[src/rtl/delay_tap_match_det.sv]
// ============================================================================
// Module      : delay_tap_match_det
// Description : Masked pattern matcher over a delay-line tap window with
//               warm-up gating, hold/lock timing and a saturating hit counter.
// Revision    : 1.0 - initial release
// ============================================================================
`default_nettype none

module delay_tap_match_det #(
    parameter int WIDTH    = 8,
    parameter int DEPTH    = 3,
    parameter int HOLD_CYC = 4,
    parameter int CNT_W    = 16
) (
    input  logic                   CLK_I,
    input  logic                   RSTN_I,
    input  logic                   EN_I,
    input  logic [WIDTH*DEPTH-1:0] TAPS_I,
    input  logic [WIDTH*DEPTH-1:0] PAT_I,
    input  logic [WIDTH*DEPTH-1:0] MASK_I,
    input  logic                   ARM_I,
    input  logic                   ONESHOT_I,
    input  logic                   CLR_I,
    output logic                   MATCH_O,
    output logic                   LOCK_O,
    output logic [CNT_W-1:0]       MATCH_CNT_O,
    output logic [1:0]             STATE_O
);

    localparam int WARM_W = $clog2(DEPTH + 1);
    localparam int HOLD_W = (HOLD_CYC > 1) ? $clog2(HOLD_CYC) : 1;

    localparam logic [WARM_W-1:0] WARM_MAX  = WARM_W'(DEPTH);
    localparam logic [WARM_W-1:0] WARM_LAST = WARM_W'(DEPTH - 1);
    localparam logic [HOLD_W-1:0] HOLD_INIT = HOLD_W'(HOLD_CYC - 1);

    typedef enum logic [1:0] {
        ST_IDLE  = 2'd0,
        ST_ARMED = 2'd1,
        ST_HOLD  = 2'd2
    } state_e;

    state_e             state_q, state_d;
    logic [WARM_W-1:0]  warm_q,  warm_d;
    logic [HOLD_W-1:0]  hold_q,  hold_d;
    logic [CNT_W-1:0]   cnt_q,   cnt_d;
    logic               match_q, match_d;

    logic [WIDTH*DEPTH-1:0] w_diff;
    logic                   w_warm_ok;
    logic                   w_hit;

    // The strobe that completes warm-up is already comparing a full window,
    // so one short of DEPTH is enough once EN_I is also present.
    assign w_warm_ok = (warm_q >= WARM_LAST);
    assign w_diff    = (TAPS_I ^ PAT_I) & MASK_I;
    assign w_hit     = EN_I & w_warm_ok & ~(|w_diff);

    always_comb begin
        state_d = state_q;
        hold_d  = hold_q;
        cnt_d   = cnt_q;
        match_d = 1'b0;
        warm_d  = (EN_I && (warm_q != WARM_MAX)) ? warm_q + WARM_W'(1) : warm_q;

        if (CLR_I) begin
            state_d = ST_IDLE;
            hold_d  = '0;
            cnt_d   = '0;
            warm_d  = '0;
        end else begin
            case (state_q)
                ST_IDLE: begin
                    if (ARM_I) begin
                        state_d = ST_ARMED;
                    end
                end
                ST_ARMED: begin
                    if (w_hit) begin
                        match_d = 1'b1;
                        state_d = ST_HOLD;
                        hold_d  = HOLD_INIT;
                        if (cnt_q != {CNT_W{1'b1}}) begin
                            cnt_d = cnt_q + CNT_W'(1);
                        end
                    end
                end
                ST_HOLD: begin
                    if (hold_q == '0) begin
                        state_d = ONESHOT_I ? ST_IDLE : ST_ARMED;
                    end else begin
                        hold_d = hold_q - HOLD_W'(1);
                    end
                end
                default: begin
                    state_d = ST_IDLE;
                end
            endcase
        end
    end

    always_ff @(posedge CLK_I or negedge RSTN_I) begin
        if (!RSTN_I) begin
            state_q <= ST_IDLE;
            warm_q  <= '0;
            hold_q  <= '0;
            cnt_q   <= '0;
            match_q <= 1'b0;
        end else begin
            state_q <= state_d;
            warm_q  <= warm_d;
            hold_q  <= hold_d;
            cnt_q   <= cnt_d;
            match_q <= match_d;
        end
    end

    assign MATCH_O     = match_q;
    assign LOCK_O      = (state_q == ST_HOLD);
    assign MATCH_CNT_O = cnt_q;
    assign STATE_O     = state_q;

endmodule

`default_nettype wire

[config.mk]
export PLATFORM = sky130hd
export DESIGN_NAME = delay_tap_match_det
export DESIGN_NICKNAME = d
export VERILOG_FILES = /design/src/rtl/delay_tap_match_det.sv
export SDC_FILE = /design/constraint.sdc
export NUM_CORES = 1
export LEC_CHECK = 0
export BUFFER_PORTS_ARGS = -buffer_cell sky130_fd_sc_hd__buf_2
export CORE_MARGIN = 2
export CORE_UTILIZATION = 32
export DETAILED_ROUTE_END_ITERATION = 8
export GPL_TIMING_DRIVEN = 0
export PLACE_DENSITY = 0.73
export SKIP_CTS_REPAIR_TIMING = 1
export SLEW_MARGIN = 5
export SYNTH_ARGS = -nofsm -noshare
export SYNTH_HDL_FRONTEND = slang
export SYNTH_SLANG_ARGS = --single-unit
[constraint.sdc]
create_clock -name CLK_I -period 5.1 [get_ports CLK_I]
set_input_delay 0.255 -clock CLK_I [delete_from_list [all_inputs] [get_ports CLK_I]]
set_output_delay 0.255 -clock CLK_I [all_outputs]
set_load 0.005 [all_outputs]
==> results of run 1 <==
state kept, by name, summed over array words and instances (netlist names):
signal,cells
MATCH_CNT_O,16
MATCH_O,1
STATE_O,2
hold_q,2
warm_q,2
layer usage:
layer | part of all wire | global-route usage | vias up | wire length [um]
met5 | 0 | 0 | - | 0
met4 | 0.0061 | 0.0465 | 0 | 25
met3 | 0.058 | 0.0288 | 4 | 238
met2 | 0.53 | 0.296 | 45 | 2150
met1 | 0.41 | 0.168 | 741 | 1670
li1 | - | - | 843 | -
layout by cell type, fill, tap and decap left out:
master and n:
a222oi_1 1, and4_2 1, nand4_1 6, o311a_2 1
dlygate4sd3_1 1, dfrtp_1 23, clkbuf_1 3, inv_1 5
xor2_1 25, o21ai_0 12, buf_2 97, a211oi_1 2
mux2_2 1, and3_1 1, nand3_1 2, nor2_1 10
nor2b_1 6, or4_1 4, buf_1 1, o31ai_1 4
xnor2_1 2, a41oi_1 1, ha_1 4, a21oi_1 17
and2_1 3, a22oi_1 10, a31oi_1 1, or3_1 9
and4_1 2, nor3_1 1, buf_4 2, mux2i_1 1
clkbuf_8 3, nand4_4 1, o21a_1 1, nand2_1 10
Yosys cell counts, types with 2 or more instances:
cell,count,share of area
xnor2_1,2,0.011
and2_1,3,0.012
nand3_1,2,0.0064
or3_1,9,0.036
a21oi_1,17,0.054
dfrtp_1,23,0.37
xor2_1,25,0.14
nand2_1,10,0.024
nor2_1,10,0.024
nor2b_1,6,0.024
and4_1,2,0.011
buf_4,2,0.0096
clkbuf_1,2,0.0048
ha_1,4,0.032
o21ai_0,12,0.038
nand4_1,6,0.024
a22oi_1,10,0.048
a211oi_1,2,0.0096
o31ai_1,4,0.019
or4_1,4,0.019
inv_1,5,0.012
where the power goes:
| part | internal, mW | leakage [nW] | switching (mW) |
|---|---|---|---|
| clock network | 0.0556 | 0.0228 | 0.0563 |
| logic | 0.0408 | 0.733 | 0.0337 |
| registers | 0.184 | 0.318 | 0.00243 |
| total | 0.281 | 1.07 | 0.0924 |
worst register-to-register path, stage by stage (launching register included):
cell,delay [ns]
dfrtp_1,0.42
ha_1,0.18
and2_1,0.12
buf_1,0.24
nand3_1,0.13
o311a_2,0.37
nand4_4,0.15
buf_4,0.18
buf_4,0.19
mux2i_1,0.19
nor2_1,0.05
final cells by class:
type	instances	area, um^2
tap	67	83.8
timing repair buffer	98	495
sequential	23	576
inverter	5	18.8
fill	473	2540
clock buffer	4	45.0
buffer	5	26.3
multi-input combinational	139	942
per-stage QoR:
step,power [mW],hold WS (ns),utilization,worst slack [ns],instances
after CTS,0.379,-0.0175,0.461,2.70,340
after global placement,0.263,0.259,0.451,2.75,336
final,0.373,0.238,0.463,2.75,341
after floorplan,0.222,-0.0406,-,3.02,172
after global routing,0.398,0.241,0.463,2.52,341
after detailed placement,0.266,0.267,0.451,2.72,336
cell families after synthesis:
group / after synthesis / share of synthesized area
xor gates and xnor gates: 27 / 0.151
DFF: 23 / 0.368
adders and majority gates: 4 / 0.0320
buffers and inverters: 10 / 0.0288
muxes: 2 / 0.0136
and+or+nand+nor: 56 / 0.208
AOI/OAI and AO/OA: 50 / 0.198
how the worst min path moves through the flow:
| stage | startpoint | end | slack (ns) | cells after the start |
|---|---|---|---|---|
| 2_1_floorplan | RSTN_I | MATCH_CNT_O[0] | -0.04 | 0 |
| 3_3_place_gp | RSTN_I | MATCH_CNT_O[12] | 0.26 | 1 |
| 3_5_place_dp | RSTN_I | MATCH_CNT_O[12] | 0.27 | 1 |
| 4_1_cts | RSTN_I | MATCH_CNT_O[13] | -0.02 | 1 |
| 5_1_grt | CLR_I | warm_q[1] | 0.24 | 2 |
| 6_report | CLR_I | warm_q[1] | 0.24 | 2 |
==> impl_metrics.csv, run 1 <==
group,metric,value,unit
run_status,status,"finished clean",
route,drt-total-wl,4090,um
cts,cts_sinks,23,
synth,ys_types,33,
global_routing,groute.usage.overall,0.154,
synth,syn_inst,172,
global_routing,grt_max_degree,24,
die,num_rows,25,
run,cap_viol_max_count,0,
global_routing,grt_pass1_wl,6610,um
setup_path,crit_type,"reg -> reg",
global_routing,grt_pass1_vias,1603,
die,fp.dieW,73.9,um
setup_path,cp-end-kind,"register",
synth,synth_area_per_cell,9.09,um^2
die,fp.dieArea,5460,um^2
synth,ys_warn_count,0,
sta,tns,0,ns
die,io_pins,98,
cts,cts_tree,"yes",
setup_path,startpoint,"MATCH_CNT_O[0]",
sta,tightest_slew,0.554,ns
setup_path,crit_chain,"ha_1 -> and2_1 -> buf_1 -> nand3_1 -> o311a_2 -> nand4_4 -> buf_4 -> buf_4 -> mux2i_1 -> nor2_1",
sta,maxSlewViolCount,0,
placement,hpwl,3320,um
cts,numCtsBuffers,3,
global_routing,antenna_found_initial,0,
final_layout,area_delta_synth_final,40.0,%
final_layout,num_antenna_cells,0,
route,drc,0,
cts,clock_path_buffers,2,
route,drt_iter0_drc,67,
route,routed-via-count,1633,
sta,hold_violations,0,
final_layout,final_cell_area,2190,um^2
setup_path,r2r_slack,2.75,ns
synth,syn_area,1560,um^2
sta,fin_skew,0.00185,ns
global_routing,grt_overflow,0,
placement,portBuffers,97,
setup_path,required,5.23,ns
route,postRouteAntennaNets,0,
setup_path,r2r-start,"MATCH_CNT_O[0]",
synth,synth_edf_count,0,
power,power_leakage,1.07,nW
cts,htreeDepth,1,
power,powerDensity,171,nW/um^2
synth,synth_nets,254,
setup_path,cpMostUsedCell,"buf_4",
setup_path,r2r_end,"MATCH_CNT_O[1]",
setup_path,path_depth,10,
sta,post-route-period-util,0.462,
route,drtPass1Iterations,4,
route,wl_per_cell,12.0,um
die,core_area,4720,um^2
setup_path,arrival,2.49,ns
synth,ys_seq_elements,23,
synth,synthArstFlopShare,1.00,
sta,slew_headroom,0.631,
cts,insertion_delay,0.26,ns
final_layout,drive_above_1_share,0.387,
synth,synthFlopType,"dfrtp_1",
setup_path,r2r.worst_path.cells,10,
placement,gp_congestion,0.726,
power,irDropWorstVdd,0.0877,mV
cts,path_clk_slew,0.08,ns
setup_path,critPathSlowestCell,"dfrtp_1",
sta,setup_viol,0,
die,die_h,73.9,um
setup_path,cp_top_family,"buffers and inverters",
setup_path,path_max_fanout,10,
sta,post-route-min-period,2.35,ns
sta,rsz0062_at_grt,"false",
sta,fmax,425,MHz
worst_hold_path,hold_path_class,"in -> reg",
setup_path,crit_path_max_incr_delay,0.42,ns
route,viasPerCell,4.79,
placement,dpl_cell_area,2130,um^2
synth,ys_seq_area_frac,0.368,
die,start_util,0.331,
setup_path,cp-endpoint,"MATCH_CNT_O[1]",
final_layout,nets,357,
setup_path,worstSetupStartpointType,"register",
setup_path,worst-path-buf-inv,3,
cts,cts-root-buf,"clkbuf_8",
Power figures use the tool's default switching activity.
==> run 2, diff against run 1 <==
==> constraint.sdc (replaced) <==
create_clock -name CLK_I -period 2.25 [get_ports CLK_I]
set_input_delay 0.1125 -clock CLK_I [delete_from_list [all_inputs] [get_ports CLK_I]]
set_output_delay 0.1125 -clock CLK_I [all_outputs]
set_load 0.005 [all_outputs]
==> impl_metrics.csv, run 2 (synthesis gave the netlist of run 1 again) <==
group,metric,value,unit
run_status,status,"finished clean",
die,io_pins,98,
route,drtPass1Iterations,4,
global_routing,antenna_found_initial,0,
setup_path,r2r_slack,0.09,ns
setup_path,worstSetupStartpointType,"register",
setup_path,arrival,2.29,ns
sta,fmax,463,MHz
worst_hold_path,hold_path_end,"warm_q[1]",
global_routing,grt_max_degree,24,
route,wl_per_cell,12.2,um
sta,hold_violations,0,
setup_path,cp-end-kind,"register",
cts,cts_sinks,23,
global_routing,grt_pass1_wl,6610,um
final_layout,num_antenna_cells,0,
sta,post-route-min-period,2.16,ns
placement,hpwl,3320,um
sta,post-route-period-util,0.960,
die,fp.dieArea,5460,um^2
worst_hold_path,hold_depth,2,
setup_path,required,2.38,ns
cts,htreeDepth,1,
sta,slew_headroom,0.620,
final_layout,final_cell_area,2220,um^2
die,start_util,0.331,
sta,maxSlewViolCount,0,
setup_path,r2r-start,"MATCH_CNT_O[8]",
sta,fin_skew,0.00243,ns
route,drt-total-wl,4200,um
placement,portBuffers,97,
route,drt_iter0_drc,49,
sta,tns,0,ns
final_layout,finalNonFillerCells,343,
route,drc,0,
cts,numCtsBuffers,3,
cts,cts_tree,"yes",
power,irDropWorstVdd,0.201,mV
setup_path,startpoint,"MATCH_CNT_O[8]",
setup_path,r2r.worst_path.cells,8,
final_layout,drive_above_1_share,0.409,
power,power_leakage,1.09,nW
cts,insertion_delay,0.26,ns
final_layout,layout_commonest_cell,"buf_2",
die,num_rows,25,
placement,gp_congestion,0.726,
setup_path,crit_path_max_incr_delay,0.46,ns
setup_path,critPathSlowestCell,"o311a_2",
power,powerDensity,383,nW/um^2
placement,dpl_cell_area,2130,um^2
sta,setup_viol,0,
setup_path,cp_top_family,"simple AND/OR/NAND/NOR gates",
cts,clock_path_buffers,2,
global_routing,groute.usage.overall,0.154,
setup_path,crit_type,"reg -> reg",
worst_hold_path,min_from,"CLR_I",
worst_hold_path,hold_path_class,"in -> reg",
cts,path_clk_slew,0.08,ns
route,postRouteAntennaNets,0,
final_layout,layout_common_cells,"buf_2 (97), xor2_1 (25), dfrtp_1 (22), a21oi_1 (17), o21ai_0 (12)",
setup_path,crit_chain,"and4_4 -> nand4_1 -> o311a_2 -> nand4_4 -> buf_6 -> buf_4 -> mux2i_1 -> nor2_1",
final_layout,area_delta_synth_final,41.9,%
run,cap_viol_max_count,0,
route,viasPerCell,4.83,
sta,tightest_slew,0.571,ns
setup_path,r2r_end,"MATCH_CNT_O[1]",
setup_path,worst-path-buf-inv,2,
placement,dp.cells,336,
global_routing,grt_pass1_vias,1603,
route,routed-via-count,1656,
power,power,0.849,mW
global_routing,grt_overflow,0,
die,core_area,4720,um^2
sta,fin_hold_ws,0.0951,ns
die,fp.dieW,73.9,um
final_layout,nets,359,
die,die_h,73.9,um
cts,cts-root-buf,"clkbuf_8",
final_layout,largest_reg_flops,16,
setup_path,path_max_fanout,10,
==> run 2: cell count changes in the layout (fill, tap and decap cells not counted) <==
cell	previous run	this run
buf_1	1	0
buf_6	0	1
buf_4	2	4
dfrtp_1	23	22
and2_4	0	1
and3_1	1	0
and4_4	0	1
dfrtp_2	0	1
and3_2	0	1
and2_1	3	2
and4_1	2	1
==> run 2: final cells by class <==
type	count	area, um^2
Fill cell	468	2510
Multi-Input combinational cell	139	948
Sequential cell	23	577
Timing Repair Buffer	101	518
Tap cell	67	83.8
Clock buffer	4	45.0
Buffer	4	26.3
Inverter	5	18.8
==> run 2: worst max path at each step <==
stage	end	slack, ns	cells past startpoint
finish	MATCH_CNT_O[1]	0.09	8
global route	MATCH_CNT_O[1]	-0.04	8
CTS	MATCH_CNT_O[1]	-0.15	10
detailed placement	MATCH_CNT_O[1]	-0.11	10
global placement	MATCH_CNT_O[1]	-0.10	10
floorplan	MATCH_CNT_O[1]	0.17	10
==> run 2: where the power goes <==
part           internal [mW]  switching (mW)  total, mW  leakage [nW]
Sequential             0.418         0.00551      0.424         0.316
Combinational         0.0928          0.0767      0.169         0.751
Clock                  0.126           0.130      0.256        0.0228
==> run 2: through the flow <==
step	worst slack [ns]	util
after floorplan	0.173	-
after global placement	-0.103	0.451
after detailed placement	-0.109	0.451
after CTS	-0.146	0.461
after global routing	-0.0382	0.469
final	0.0899	0.469
==> run 2: metal layers <==
metal | vias to the layer above | global-route usage | part of all wire
met4 | 0 | 0.0465 | 0.0060
met1 | 753 | 0.168 | 0.41
met5 | - | 0 | 0
met3 | 4 | 0.0288 | 0.061
met2 | 51 | 0.296 | 0.52
li1 | 848 | - | -
==> run 3, diff against run 2 <==
--- a/config.mk
+++ b/config.mk
@@ -5,12 +5,13 @@
 export SDC_FILE = /design/constraint.sdc
 export NUM_CORES = 1
 export LEC_CHECK = 0
+export ABC_AREA = 1
 export BUFFER_PORTS_ARGS = -buffer_cell sky130_fd_sc_hd__buf_2
 export CORE_MARGIN = 2
 export CORE_UTILIZATION = 32
 export DETAILED_ROUTE_END_ITERATION = 8
 export GPL_TIMING_DRIVEN = 0
-export PLACE_DENSITY = 0.73
+export PLACE_DENSITY = 0.68
 export SKIP_CTS_REPAIR_TIMING = 1
 export SLEW_MARGIN = 5
 export SYNTH_ARGS = -nofsm -noshare
==> constraint.sdc (replaced) <==
create_clock -name CLK_I -period 2.25 [get_ports CLK_I]
set_input_delay 0.3375 -clock CLK_I [delete_from_list [all_inputs] [get_ports CLK_I]]
set_output_delay 0.3375 -clock CLK_I [all_outputs]
set_load 0.005 [all_outputs]
==> impl_metrics.csv, run 3 <==
group,metric,value,unit
sta,fmax,504,MHz
sta,maxSlewViolCount,0,
die,start_util,0.332,
setup_path,path_max_fanout,10,
global_routing,grt_util_met3,0.0273,
cts,path_clk_slew,0.09,ns
global_routing,groute.usage.overall,0.170,
synth,ys_types,29,
route,wl_per_cell,10.8,um
setup_path,cpMostUsedCell,"nand2_1",
worst_hold_path,hold_path_class,"in -> async",
route,postRouteAntennaNets,0,
power,power_leakage,1.71,nW
global_routing,grt_pass1_wl,10700,um
route,drc,0,
die,core_area,6830,um^2
sta,hold_violations,0,
cts,cts_tree,"yes",
final_layout,layout_common_cells,"nand2_1 (120), buf_2 (99), nor2_1 (74), inv_1 (60), nand3_1 (56)",
synth,ys_seq_elements,23,
setup_path,critPathSlowestCell,"dfrtp_1",
cts,htreeDepth,1,
sta,slew_headroom,0.652,
synth,synthFlopType,"dfrtp_1",
setup_path,r2r_slack,0.27,ns
synth,synth_common_cells,"nand2_1 (120), nor2_1 (74), inv_1 (60), nand3_1 (56), dfrtp_1 (23)",
sta,rsz0062_at_grt,"false",
final_layout,nets,576,
final_layout,drive_above_1_share,0.237,
placement,hpwl,5270,um
die,fp.dieArea,7770,um^2
global_routing,use_met2,0.292,
global_routing,grt_overflow,0,
sta,tns,0,ns
sta,setup_viol,0,
global_routing,grt_pass1_vias,2491,
setup_path,required,2.46,ns
die,io_pins,98,
sta,fin_skew,0.00754,ns
route,drtPass1Iterations,4,
synth,ys_seq_area_frac,0.254,
synth,syn_area,2260,um^2
setup_path,worstSetupStartpointType,"register",
run_status,status,"finished clean",
route,viasPerCell,4.55,
synth,synth_area_per_cell,5.76,um^2
setup_path,r2r_end,"MATCH_CNT_O[12]",
cts,numCtsBuffers,3,
final_layout,fillCellCount,759,
setup_path,crit_chain,"ha_1 -> nand2_2 -> nor2_2 -> nand2_1 -> nor2_1 -> a21oi_1 -> buf_2 -> nand3_1 -> nand2_1",
synth,yosys-top-cells-area,"dfrtp_1 (25%), nand2_1 (20%), nand3_1 (12%), nor2_1 (12%), inv_1 (9.9%)",
power,irDropWorstVdd,0.222,mV
placement,portBuffers,96,
power,power,1.03,mW
cts,cts-root-buf,"clkbuf_8",
synth,yosys.area.top_type,"dfrtp_1",
final_layout,multi_input_area,1410,um^2
global_routing,antenna_found_initial,0,
synth,synthArstFlopShare,1.00,
setup_path,startpoint,"MATCH_CNT_O[0]",
setup_path,crit_path_max_incr_delay,0.44,ns
die,num_rows,30,
route,drt-total-wl,6380,um
synth,synth_nets,475,
power,powerDensity,354,nW/um^2
final_layout,largest_reg_flops,16,
setup_path,crit_type,"reg -> reg",
cts,cts_sinks,23,
synth,synth_edf_count,0,
route,routed-via-count,2682,
sta,tightest_slew,0.522,ns
die,fp.dieW,88.1,um
cts,clock_path_buffers,2,
final_layout,area_delta_synth_final,28.6,%
setup_path,arrival,2.20,ns
final_layout,num_antenna_cells,0,
placement,dp.cells,585,
setup_path,r2r.worst_path.cells,9,
sta,post-route-min-period,1.98,ns
synth,synth_top_area_share,0.254,
synth,ys_warn_count,0,
sta,post-route-period-util,0.882,
final_layout,layout_commonest_cell,"nand2_1",
global_routing,busiest_layer,"met2",
run,cap_viol_max_count,0,
route,drt_iter0_drc,126,
placement,gp_congestion,1.01,
synth,yosysMostFrequentCell,"nand2_1",
global_routing,met1_usage,0.222,
setup_path,cp-end-kind,"register",
final_layout,regArea,576,um^2
die,die_h,88.1,um
setup_path,r2r-start,"MATCH_CNT_O[0]",
final_layout,finalNonFillerCells,589,
synth,syn_inst,393,
global_routing,grt_max_degree,24,
cts,insertion_delay,0.28,ns
run 3: cells by family after synthesis:
kind of cell | count (synthesis) | share of synthesized area
compound gates | 10 | 0.0243
xor+xnor | 12 | 0.0464
fa+ha+maj | 4 | 0.0221
buf+inv | 68 | 0.123
flops | 23 | 0.254
simple gates | 276 | 0.530
run 3: cell type report:
class                   instances  area share
multi-input cells             302       0.485
flip-flops and latches         23       0.198
repair buffers                 96       0.165
inverters                      61      0.0786
well taps                      96      0.0413
plain buffers                   7      0.0168
clock buffers                   3      0.0142
clock inverters                 1     0.00172
run 3: per-stage QoR:
| step | utilization | instance area, um^2 | worst slack [ns] | hold slack, ns |
|---|---|---|---|---|
| CTS | 0.426 | 2910 | 0.269 | 0.0503 |
| floorplan | - | 2260 | 0.653 | 0.0419 |
| detailed placement | 0.419 | 2870 | 0.307 | 0.355 |
| global placement | 0.419 | 2870 | 0.336 | 0.346 |
| global route | 0.426 | 2910 | 0.148 | 0.0683 |
| finish | 0.426 | 2910 | 0.266 | 0.0227 |
run 3: metal layers:
layer,part of all wire,vias to the layer above
li1,-,1422
met1,0.46,1185
met2,0.48,63
met3,0.047,12
met4,0.016,0
met5,0,-
run 3: how the worst max path moves through the flow:
stage | endpoint | slack [ns] | cells past startpoint
6_report | MATCH_CNT_O[12] | 0.27 | 9
3_3_place_gp | MATCH_CNT_O[7] | 0.34 | 9
4_1_cts | MATCH_CNT_O[7] | 0.27 | 9
5_1_grt | MATCH_CNT_O[6] | 0.15 | 9
2_1_floorplan | MATCH_CNT_O[3] | 0.65 | 11
3_5_place_dp | MATCH_CNT_O[7] | 0.31 | 9
run 3: worst max-delay path: cells and delay by family, from the launching register on:
kind / cells / cell delay [ns]
AOI/OAI and AO/OA: 1 / 0.34
adders and majority gates: 1 / 0.27
buffers and inverters: 1 / 0.31
DFF: 1 / 0.44
and+or+nand+nor: 6 / 0.55
run 3: power by group:
group	total (mW)	leakage, nW	internal [mW]	switching [mW]
logic	0.313	1.37	0.128	0.185
clock network	0.272	0.0255	0.124	0.148
registers	0.445	0.313	0.430	0.0145
